### src/rtl/tape_in_conditioner.sv
`default_nettype none
// ----------------------------------------------------------------------------
// Module  : tape_in_conditioner
// Brief   : ADC sample stream -> hysteresis/glitch-filtered tape level, with
//           carrier detect and half-period measurement.
// Revision: 1.0
// ----------------------------------------------------------------------------
module tape_in_conditioner #(
  parameter int SAMPLE_W    = 24,
  parameter int THR_HI      = 419430,
  parameter int THR_LO      = 209715,
  parameter int MIN_RUN     = 3,
  parameter int PER_W       = 20,
  parameter int SILENCE_CYC = 1000000
) (
  input  logic                clk,
  input  logic                rst_n,
  input  logic [SAMPLE_W-1:0] sample_data,
  input  logic                sample_valid,
  output logic                sample_ready,
  output logic                tape_level,
  output logic                tape_edge,
  output logic                carrier,
  output logic [PER_W-1:0]    half_period
);

  localparam int RUN_W = (MIN_RUN > 1) ? $clog2(MIN_RUN) : 1;
  localparam logic [RUN_W-1:0]           RUN_LAST = RUN_W'(MIN_RUN - 1);
  localparam logic signed [SAMPLE_W-1:0] THR_HI_S = SAMPLE_W'(THR_HI);
  localparam logic signed [SAMPLE_W-1:0] THR_LO_S = SAMPLE_W'(THR_LO);
  localparam logic [PER_W-1:0]           PER_MAX  = '1;
  localparam logic [PER_W-1:0]           SIL_LAST = PER_W'(SILENCE_CYC - 1);

  logic                 ready_q,   ready_d;
  logic                 level_q,   level_d;
  logic                 edge_q,    edge_d;
  logic                 carrier_q, carrier_d;
  logic [PER_W-1:0]     half_q,    half_d;
  logic [PER_W-1:0]     per_q,     per_d;
  logic [RUN_W-1:0]     run_q,     run_d;

  logic                       accept;
  logic                       cand;
  logic                       qual;
  logic signed [SAMPLE_W-1:0] sample_s;

  assign sample_s = $signed(sample_data);
  assign accept   = sample_valid & ready_q;
  // Hysteresis: the threshold that matters depends on the current level.
  assign cand     = level_q ? (sample_s < THR_LO_S) : (sample_s >= THR_HI_S);
  assign qual     = accept & cand & (run_q == RUN_LAST);

  always_comb begin
    ready_d   = 1'b1;
    level_d   = level_q ^ qual;
    edge_d    = qual;
    run_d     = run_q;
    per_d     = per_q;
    half_d    = half_q;
    carrier_d = carrier_q;

    if (accept) begin
      if (!cand || qual) begin
        run_d = '0;
      end else begin
        run_d = run_q + RUN_W'(1);
      end
    end

    if (qual) begin
      per_d = '0;
    end else if (per_q != PER_MAX) begin
      per_d = per_q + PER_W'(1);
    end

    // A period is only meaningful when the previous toggle was part of the same carrier.
    if (qual && carrier_q) begin
      half_d = (per_q == PER_MAX) ? PER_MAX : per_q + PER_W'(1);
    end

    if (qual) begin
      carrier_d = 1'b1;
    end else if (per_q == SIL_LAST) begin
      carrier_d = 1'b0;
    end
  end

  always_ff @(posedge clk or negedge rst_n) begin
    if (!rst_n) begin
      ready_q   <= 1'b0;
      level_q   <= 1'b0;
      edge_q    <= 1'b0;
      carrier_q <= 1'b0;
      half_q    <= '0;
      per_q     <= '0;
      run_q     <= '0;
    end else begin
      ready_q   <= ready_d;
      level_q   <= level_d;
      edge_q    <= edge_d;
      carrier_q <= carrier_d;
      half_q    <= half_d;
      per_q     <= per_d;
      run_q     <= run_d;
    end
  end

  assign sample_ready = ready_q;
  assign tape_level   = level_q;
  assign tape_edge    = edge_q;
  assign carrier      = carrier_q;
  assign half_period  = half_q;

endmodule
`default_nettype wire

### config.mk
export PLATFORM = sky130hd
export DESIGN_NAME = tape_in_conditioner
export DESIGN_NICKNAME = d
export VERILOG_FILES = /design/src/rtl/tape_in_conditioner.sv
export SDC_FILE = /design/constraint.sdc
export NUM_CORES = 1
export LEC_CHECK = 0
export CORE_MARGIN = 2
export CORE_UTILIZATION = 30
export CTS_BUF_LIST = sky130_fd_sc_hd__clkbuf_2
export CTS_CLUSTER_SIZE = 40
export DETAILED_ROUTE_END_ITERATION = 10
export PLACE_DENSITY_LB_ADDON = 0.05
export SLEW_MARGIN = 20
export SYNTH_ARGS = -nofsm -noshare
export SYNTH_HDL_FRONTEND = slang
export SYNTH_SLANG_ARGS = --single-unit
### constraint.sdc
create_clock -name clk -period 6.45 [get_ports clk]
set_clock_uncertainty 0.1 [all_clocks]
set_input_delay 0.9675 -clock clk [delete_from_list [all_inputs] [get_ports clk]]
set_output_delay 0.9675 -clock clk [all_outputs]
set_load 0.01 [all_outputs]
==> tab_implementation.tex, run 1 <==
\begin{tabular}{lr}
\hline
Metric & Value \\
\hline
\multicolumn{2}{l}{\textbf{Drt}} \\
\quad Detail-routed net length per standard cell & 14.27 um \\
\quad Number of DRC markers after the initial detailed-route iteration & 53 \\
\quad DRC Markers & 0 \\
\quad Vias after detailed routing & 1738 \\
\quad Post-route antenna net violation count & 0 \\
\quad Final routed wirelength across all metal layers & 5253 um \\
\quad Number of optimization iterations in the first detailed-route pass & 4 \\
\quad DR vias/cell & 4.723 \\
\multicolumn{2}{l}{\textbf{Worst setup path}} \\
\quad Data required time at the worst endpoint & 6.68 ns \\
\quad Crit path from & sample\_data[21] \\
\quad Worst path max stage delay & 0.83 ns \\
\quad Internal reg-to-reg setup slack & 3.31 ns \\
\quad Length in cells of the worst reg-to-reg path & 6 \\
\quad Critical register-to-register path startpoint & tape\_level \\
\quad Critical-path top delay cell & sky130\_fd\_sc\_hd\_\_a211oi\_4 \\
\quad Category of the critical setup timing path & input pin to flip-flop \\
\quad Setup crit end kind & flip-flop \\
\quad Maximum net fanout on the critical path & 23 \\
\quad Critical path, cell by cell & clkdlybuf4s50\_1 -> nor4\_2 -> a31oi\_1 -> a211o\_1 -> a211oi\_4 -> nand2\_2 -> mux2\_4 \\
\quad Kind of start point of the critical path & input pin \\
\quad End of the critical path & half\_period[18] \\
\quad Critical path arrival & 4.28 ns \\
\quad End of the worst register-to-register path & half\_period[18] \\
\multicolumn{2}{l}{\textbf{Floorplanning}} \\
\quad Site Rows & 32 \\
\quad Area of the die & 8587 um2 \\
\quad Initial cell density of the core & 30.68\% \\
\quad Die height & 92.67 um \\
\quad I/O Pins & 51 \\
\quad Die Wd & 92.67 um \\
\quad Floorplan core area & 7687 um2 \\
\multicolumn{2}{l}{\textbf{CTS}} \\
\quad Clock input transition at the sequential cells of the worst setup and hold paths & 0.23 ns \\
\quad Clock tree from TritonCTS & yes \\
\quad CTS H-tree lvls & 2 \\
\quad Number of gates resized after cts & 0 \\
\quad Number of buffers added to fix hold violations after cts & 0 \\
\quad Clock root buffer & sky130\_fd\_sc\_hd\_\_clkbuf\_2 \\
\quad Clk\_lat worst skew & 0.43 ns \\
\quad CTS max path bufs & 2 \\
\quad Post-CTS setup-driven buffer insertion count & 0 \\
\quad Total clock buffers created by CTS & 5 \\
\quad \# clock sinks & 46 \\
\multicolumn{2}{l}{\textbf{Synth}} \\
\quad EDFF count, synth & 0 \\
\quad Dominant synthesized flop cell & sky130\_fd\_sc\_hd\_\_dfrtp\_1 \\
\quad Proportion of synthesized chip area in sequential cells & 48.81\% \\
\quad Number of instances in the synthesized netlist & 215 \\
\quad Nets in the synthesized netlist & 244 \\
\quad Cell area after synthesis & 2359 um2 \\
\quad Count of unique library cells instantiated by Yosys & 44 \\
\quad Mapped Avg Cell Area & 10.97 um2 \\
\quad FF+latch count, synth & 46 \\
\quad YS warnings & 0 \\
\quad Fraction of synthesis flops using an asynchronous set or reset pin & 100.0\% \\
\multicolumn{2}{l}{\textbf{Power and ir drop}} \\
\quad Cell-internal power & 547.1 uW \\
\quad Leak Pwr & 1.384 nW \\
\quad NetSw & 275.2 uW \\
\quad Proportion of power drawn by combinational gates & 35.5\% \\
\quad Power share of the clock group & 14.7\% \\
\quad Power per unit of standard cell area & 275.6 nW/um2 \\
\quad Sw frac & 33.47\% \\
\quad Power share of the sequential group & 49.8\% \\
\quad IR drop worst, VDD & 0.1589 mV \\
\multicolumn{2}{l}{\textbf{Timing}} \\
\quad Actual slew at the worst max-slew pin & 1.051 ns \\
\quad Final Setup Violations & 0 \\
\quad Period minus WS final & 4.049 ns \\
\quad Fmax & 247.0 MHz \\
\quad Post-route setup TNS & 0 ns \\
\quad Max-Slew Margin vs Limit & 29.70\% \\
\quad Share of the clock period used by the worst path after layout & 62.77\% \\
\quad Final Hold Fails & 0 \\
\quad Max Transition Viols Final & 0 \\
\quad Unrepaired setup endpoints after global routing & no \\
\multicolumn{2}{l}{\textbf{Global route}} \\
\quad Wire length of the first global-routing pass & 9039 um \\
\quad Number of global-route vias before repair & 1848 \\
\quad Remaining global-route overflow & 0 \\
\quad Number of antenna violations at the first check in global routing & 0 \\
\quad Maximum number of pins on one net before global-route repair & 47 \\
\quad Gr usage total & 13.28\% \\
\multicolumn{2}{l}{\textbf{Final layout}} \\
\quad Most frequent cells in the layout & 49 x sky130\_fd\_sc\_hd\_\_clkdlybuf4s50\_1, 46 x sky130\_fd\_sc\_hd\_\_dfrtp\_1, 28 x sky130\_fd\_sc\_hd\_\_nand2\_1, 19 x sky130\_fd\_sc\_hd\_\_mux2\_4, 17 x sky130\_fd\_sc\_hd\_\_a21oi\_1 \\
\quad Total area of multi-input combinational cells & 1142 um2 \\
\quad Synth-to-layout area growth & 26.53\% \\
\quad Most common library cell in the layout ignoring fill and taps & sky130\_fd\_sc\_hd\_\_clkdlybuf4s50\_1 \\
\quad Share of final-layout standard cells stronger than drive strength 1 & 12.78\% \\
\quad Final net count & 294 \\
\quad Core utilization of the finished layout & 38.82\% \\
\quad Antenna diode count & 0 \\
\quad Fill cell instance count of the final layout & 806 \\
\quad Area used by sequential logic in the layout & 1151 um2 \\
\multicolumn{2}{l}{\textbf{Status}} \\
\quad Outcome & finished clean \\
\multicolumn{2}{l}{\textbf{Flow run}} \\
\quad Count of max-cap constraint violations & 0 \\
\multicolumn{2}{l}{\textbf{Placement}} \\
\quad Routability cong. & 0.8299 \\
\quad Final HPWL DP & 3602 um \\
\quad Port buffer count & 50 \\
\multicolumn{2}{l}{\textbf{Worst hold path}} \\
\quad Worst min-delay path class & input pin to async pin \\
\hline
\end{tabular}
-- Yosys cell counts, drive strengths merged, types with 3 or more instances --
| master | number | area, um2 |
|---|---|---|
| dfrtp | 46 | 1151 |
| nand2 | 29 | 111.4 |
| mux2 | 20 | 296.5 |
| a21oi | 17 | 85.08 |
| xor2 | 12 | 105.1 |
| nor2 | 11 | 41.29 |
| nand3 | 10 | 50.05 |
| nand4 | 8 | 50.05 |
| inv | 5 | 18.77 |
| xnor2 | 5 | 43.79 |
| buf | 4 | 31.27 |
| clkbuf | 4 | 15.01 |
| o211ai | 4 | 30.03 |
| and3 | 3 | 18.77 |
| mux2i | 3 | 30.03 |
| nand2b | 3 | 18.77 |
| o31ai | 3 | 22.52 |
-- worst max-delay path, delay by kind of cell --
family	cells	cell delay, ns
buffers and inverters	1	0.41
AND/OR/NAND/NOR	2	1.10
multiplexers	1	0.48
AO/OA/AOI/OAI	3	1.31
-- layer usage --
| metal | global-route usage [%] | vias to the layer above | wire, um |
|---|---|---|---|
| met4 | 4.044 | 0 | 53 |
| met2 | 20.80 | 31 | 2318 |
| met5 | 0 | - | 0 |
| met3 | 3.092 | 6 | 186 |
| li1 | - | 862 | - |
| met1 | 18.33 | 839 | 2696 |
-- worst min-delay path by stage --
stage / to / slack [ns] / cells past startpoint
global placement: run_q[1] / 0.37 / 2
finish: half_period[12] / 0.40 / 1
global route: half_period[12] / 0.42 / 1
floorplan: run_q[0] / 0.35 / 1
detailed placement: run_q[0] / 0.37 / 1
CTS: run_q[0] / 0.40 / 1
-- through the flow --
stage               worst slack (ns)  area (um2)  power (mW)  std cells  hold WS, ns
global route                   2.140        2984      0.8861        368       0.4178
finish                         2.401        2984      0.8223        368       0.4000
detailed placement             1.808        2943      0.7088        360       0.3746
floorplan                      3.709        2359      0.5883        215       0.3520
global placement               1.856        2943      0.7091        360       0.3709
CTS                            2.292        2982      0.8370        368       0.4048
-- final cells by class --
| type | instances | area share (%) |
|---|---|---|
| clock buffers | 6 | 1.006 |
| flip-flops and latches | 46 | 38.57 |
| inverters | 5 | 0.6289 |
| repair buffers | 51 | 16.94 |
| well taps | 102 | 4.277 |
| clock inverters | 2 | 0.2935 |
| multi-input cells | 156 | 38.28 |
-- cells by family after synthesis --
logic type / after synthesis / share of synthesized area [%]
and+or+nand+nor: 80 / 17.72
DFF: 46 / 48.81
AOI/OAI and AO/OA: 33 / 9.337
muxes: 23 / 13.85
xor gates and xnor gates: 17 / 6.313
buffers and inverters: 13 / 2.758
adders and majority gates: 2 / 1.061
other: 1 / 0.1590
-- power groups by stage --
stage | clock network [mW] | registers, mW | logic, mW
CTS | 0.130 | 0.410 | 0.297
finish | 0.121 | 0.409 | 0.292
detailed placement | 0 | 0.414 | 0.294
global route | 0.141 | 0.421 | 0.324
floorplan | 0 | 0.418 | 0.170
global placement | 0 | 0.415 | 0.294
-- registers in the layout (all words and copies together), names as in the netlist --
name and flops:
carrier 1, sample_ready 1, tape_level 1, tape_edge 1
half_period 20, per_q 20, run_q 2
No activity file was read; power rests on OpenSTA's default activity.
==> run 2, diff against run 1 <==
- clock period: 6.45 -> 3.3 ns (I/O delays scaled with it)
==> run 2 against run 1 <==
Via count rose by 0.81%. Clock power rose by 93%. Register-to-register slack got worse by 2.4 ns. Sequential share of layout area fell by 0.54 points. Total power rose by 96%.
==> tab_implementation.tex, run 2 (synthesis results as in run 1) <==
\begin{tabular}{lr}
\hline
Metric & Value \\
\hline
\multicolumn{2}{l}{\textbf{Timing}} \\
\quad Fmax & 412.4 MHz \\
\quad Max Transition Viols Final & 0 (unchanged) \\
\quad Final Hold Fails & 0 (unchanged) \\
\quad Final Setup Violations & 0 (unchanged) \\
\quad Share of the clock period used by the worst path after layout & 73.47\% \\
\quad Actual slew at the worst max-slew pin & 0.6088 ns (-0.4424 ns) \\
\quad Unrepaired setup endpoints after global routing & no \\
\quad Max-Slew Margin vs Limit & 59.41\% (+30 points) \\
\quad Period minus WS final & 2.425 ns \\
\quad Post-route setup TNS & 0 ns (unchanged) \\
\quad Setup WS post-layout & 0.8754 ns (-1.526 ns) \\
\multicolumn{2}{l}{\textbf{Drt}} \\
\quad Routed met2 length & 2347 um (+1.3\%) \\
\quad DRC Markers & 0 (unchanged) \\
\quad Metal3 WL & 152 um (-18\%) \\
\quad Vias after detailed routing & 1752 (+0.81\%) \\
\quad DR vias/cell & 4.697 (-0.55\%) \\
\quad Number of optimization iterations in the first detailed-route pass & 4 (unchanged) \\
\quad Metal1 wirelength & 2764 um (+2.5\%) \\
\quad Final routed wirelength across all metal layers & 5312 um (+1.1\%) \\
\quad Detail-routed net length per standard cell & 14.24 um (-0.23\%) \\
\quad Uppermost layer routed & met4 \\
\quad Post-route antenna net violation count & 0 (unchanged) \\
\quad Number of DRC markers after the initial detailed-route iteration & 86 (+62\%) \\
\multicolumn{2}{l}{\textbf{Worst setup path}} \\
\quad Most frequent cell on the critical path & sky130\_fd\_sc\_hd\_\_nand3\_1 \\
\quad Data required time at the worst endpoint & 3.55 ns (-3.13 ns) \\
\quad Maximum net fanout on the critical path & 11 (-52\%) \\
\quad Category of the critical setup timing path & flip-flop to flip-flop \\
\quad Critical-path top delay cell & sky130\_fd\_sc\_hd\_\_dfrtp\_1 \\
\quad Setup crit end kind & flip-flop \\
\quad Gate family responsible for the most delay along the worst path & simple AND/OR/NAND/NOR gates \\
\quad Kind of start point of the critical path & flip-flop \\
\quad Critical path arrival & 2.68 ns (-1.60 ns) \\
\quad Worst path max stage delay & 0.50 ns (-0.33 ns) \\
\quad Buffering stage count on the worst path with inverters included & 1 (unchanged) \\
\quad Critical path, cell by cell & ha\_1 -> nand3\_1 -> nor3b\_2 -> nand3\_1 -> or2\_1 -> buf\_4 -> nand2\_1 -> nor3b\_1 \\
\multicolumn{2}{l}{\textbf{Floorplanning}} \\
\quad Die height & 92.67 um (unchanged) \\
\quad Floorplan core area & 7687 um2 (unchanged) \\
\quad Area of the die & 8587 um2 (unchanged) \\
\quad Site Rows & 32 (unchanged) \\
\quad I/O Pins & 51 (unchanged) \\
\quad Die Wd & 92.67 um (unchanged) \\
\quad Initial cell density of the core & 30.68\% (unchanged) \\
\multicolumn{2}{l}{\textbf{Worst hold path}} \\
\quad Worst min-delay path class & flip-flop to flip-flop \\
\multicolumn{2}{l}{\textbf{Power and ir drop}} \\
\quad IR drop worst, VDD & 0.4146 mV (+160\%) \\
\quad Power per unit of standard cell area & 533.3 nW/um2 (+94\%) \\
\quad Leak Pwr & 1.402 nW (+1.3\%) \\
\multicolumn{2}{l}{\textbf{Global route}} \\
\quad Maximum number of pins on one net before global-route repair & 47 (unchanged) \\
\quad Wire length of the first global-routing pass & 9204 um (+1.8\%) \\
\quad Number of antenna violations at the first check in global routing & 0 (unchanged) \\
\quad Gr usage total & 13.43\% (+0.15 points) \\
\quad Remaining global-route overflow & 0 (unchanged) \\
\quad Number of global-route vias before repair & 1834 (-0.76\%) \\
\multicolumn{2}{l}{\textbf{Final layout}} \\
\quad Post-route design area & 3027 um2 (+1.4\%) \\
\quad Share of final-layout standard cells stronger than drive strength 1 & 14.02\% (+1.2 points) \\
\quad Core utilization of the finished layout & 39.37\% (+0.55 points) \\
\quad Synth-to-layout area growth & 28.33\% \\
\quad Most common library cell in the layout ignoring fill and taps & sky130\_fd\_sc\_hd\_\_clkdlybuf4s50\_1 \\
\quad Antenna diode count & 0 (unchanged) \\
\quad Final net count & 299 (+1.7\%) \\
\quad Most frequent cells in the layout & 49 x sky130\_fd\_sc\_hd\_\_clkdlybuf4s50\_1, 46 x sky130\_fd\_sc\_hd\_\_dfrtp\_1, 28 x sky130\_fd\_sc\_hd\_\_nand2\_1, 19 x sky130\_fd\_sc\_hd\_\_mux2\_4, 17 x sky130\_fd\_sc\_hd\_\_a21oi\_1 \\
\multicolumn{2}{l}{\textbf{CTS}} \\
\quad CTS max path bufs & 2 (unchanged) \\
\quad \# clock sinks & 46 (unchanged) \\
\quad Clock root buffer & sky130\_fd\_sc\_hd\_\_clkbuf\_2 \\
\quad Clk\_lat worst skew & 0.44 ns (about the same) \\
\quad Clock tree from TritonCTS & yes \\
\quad Clock input transition at the sequential cells of the worst setup and hold paths & 0.22 ns (about the same) \\
\quad CTS H-tree lvls & 2 (unchanged) \\
\quad Total clock buffers created by CTS & 5 (unchanged) \\
\multicolumn{2}{l}{\textbf{Placement}} \\
\quad Area after detailed placement & 2973 um2 (+1.0\%) \\
\quad Final HPWL DP & 3774 um (+4.8\%) \\
\quad Routability cong. & 0.8376 (+0.93\%) \\
\quad Port buffer count & 50 (unchanged) \\
\quad Setup slack at placement & 0.4575 ns (-1.350 ns) \\
\multicolumn{2}{l}{\textbf{Flow run}} \\
\quad Count of max-cap constraint violations & 0 (unchanged) \\
\multicolumn{2}{l}{\textbf{Status}} \\
\quad Outcome & finished clean \\
\hline
\end{tabular}
## run 2: changes by cell type in the layout (fill, tap and decap cells not counted)
cell and delta:
sky130_fd_sc_hd__dlygate4sd3_1 +1, sky130_fd_sc_hd__clkbuf_2 -1, sky130_fd_sc_hd__clkinvlp_4 +1, sky130_fd_sc_hd__buf_4 +4
## run 2: per-stage QoR
step	hold WS, ns	instances	power (mW)
after detailed placement	0.3776	364	1.391
final	0.4058	373	1.614
after CTS	0.1112	372	1.640
after global routing	0.4515	373	1.749
after floorplan	0.09941	215	1.150
after global placement	0.3755	364	1.389
## run 2: final timing paths
path | from | cells after the start | end | slack (ns)
setup / recovery | per_q[0] | 8 | per_q[0] | 0.88
setup reg to reg | per_q[0] | 8 | per_q[0] | 0.88
min in group asynchronous | rst_n | 2 | half_period[13] | 0.44
hold / removal | run_q[0] | 1 | run_q[0] | 0.41
max in group asynchronous | rst_n | 2 | per_q[9] | 2.19
hold reg to reg | run_q[0] | 1 | run_q[0] | 0.41
## run 2: report_power, final
group	internal [mW]	total, mW	switching (mW)
registers	0.690	0.803	0.112
clock network	0.0483	0.234	0.186
logic	0.331	0.577	0.246
## run 2: worst register-to-register path, cell delays in order, from the launching register on
cell	delay, ns
sky130_fd_sc_hd__dfrtp_1	0.50
sky130_fd_sc_hd__ha_1	0.28
sky130_fd_sc_hd__nand3_1	0.13
sky130_fd_sc_hd__nor3b_2	0.29
sky130_fd_sc_hd__nand3_1	0.18
sky130_fd_sc_hd__or2_1	0.38
sky130_fd_sc_hd__buf_4	0.24
sky130_fd_sc_hd__nand2_1	0.09
sky130_fd_sc_hd__nor3b_1	0.17
## run 2: cell type report
type	count	area (um2)
fill	781	4661
sequential	46	1151
multi-input combinational	156	1142
timing repair buffer	56	545.5
tap	102	127.6
clock buffer	5	25.02
inverter	5	18.77
clock inverter	3	16.27
## run 2: what timing repair did
action                    in CTS  in global routing
buffers inserted               0                  0
gates resized for setup        0                  0
hold endpoints to repair       0                 46
hold buffers                   0                  1
## run 2: routing by layer
metal  vias up  global-route usage, %
met1       841                  19.73
met4         0                  3.676
met2        26                  20.07
li1        879                      -
met5         -                      0
met3         6                  2.766
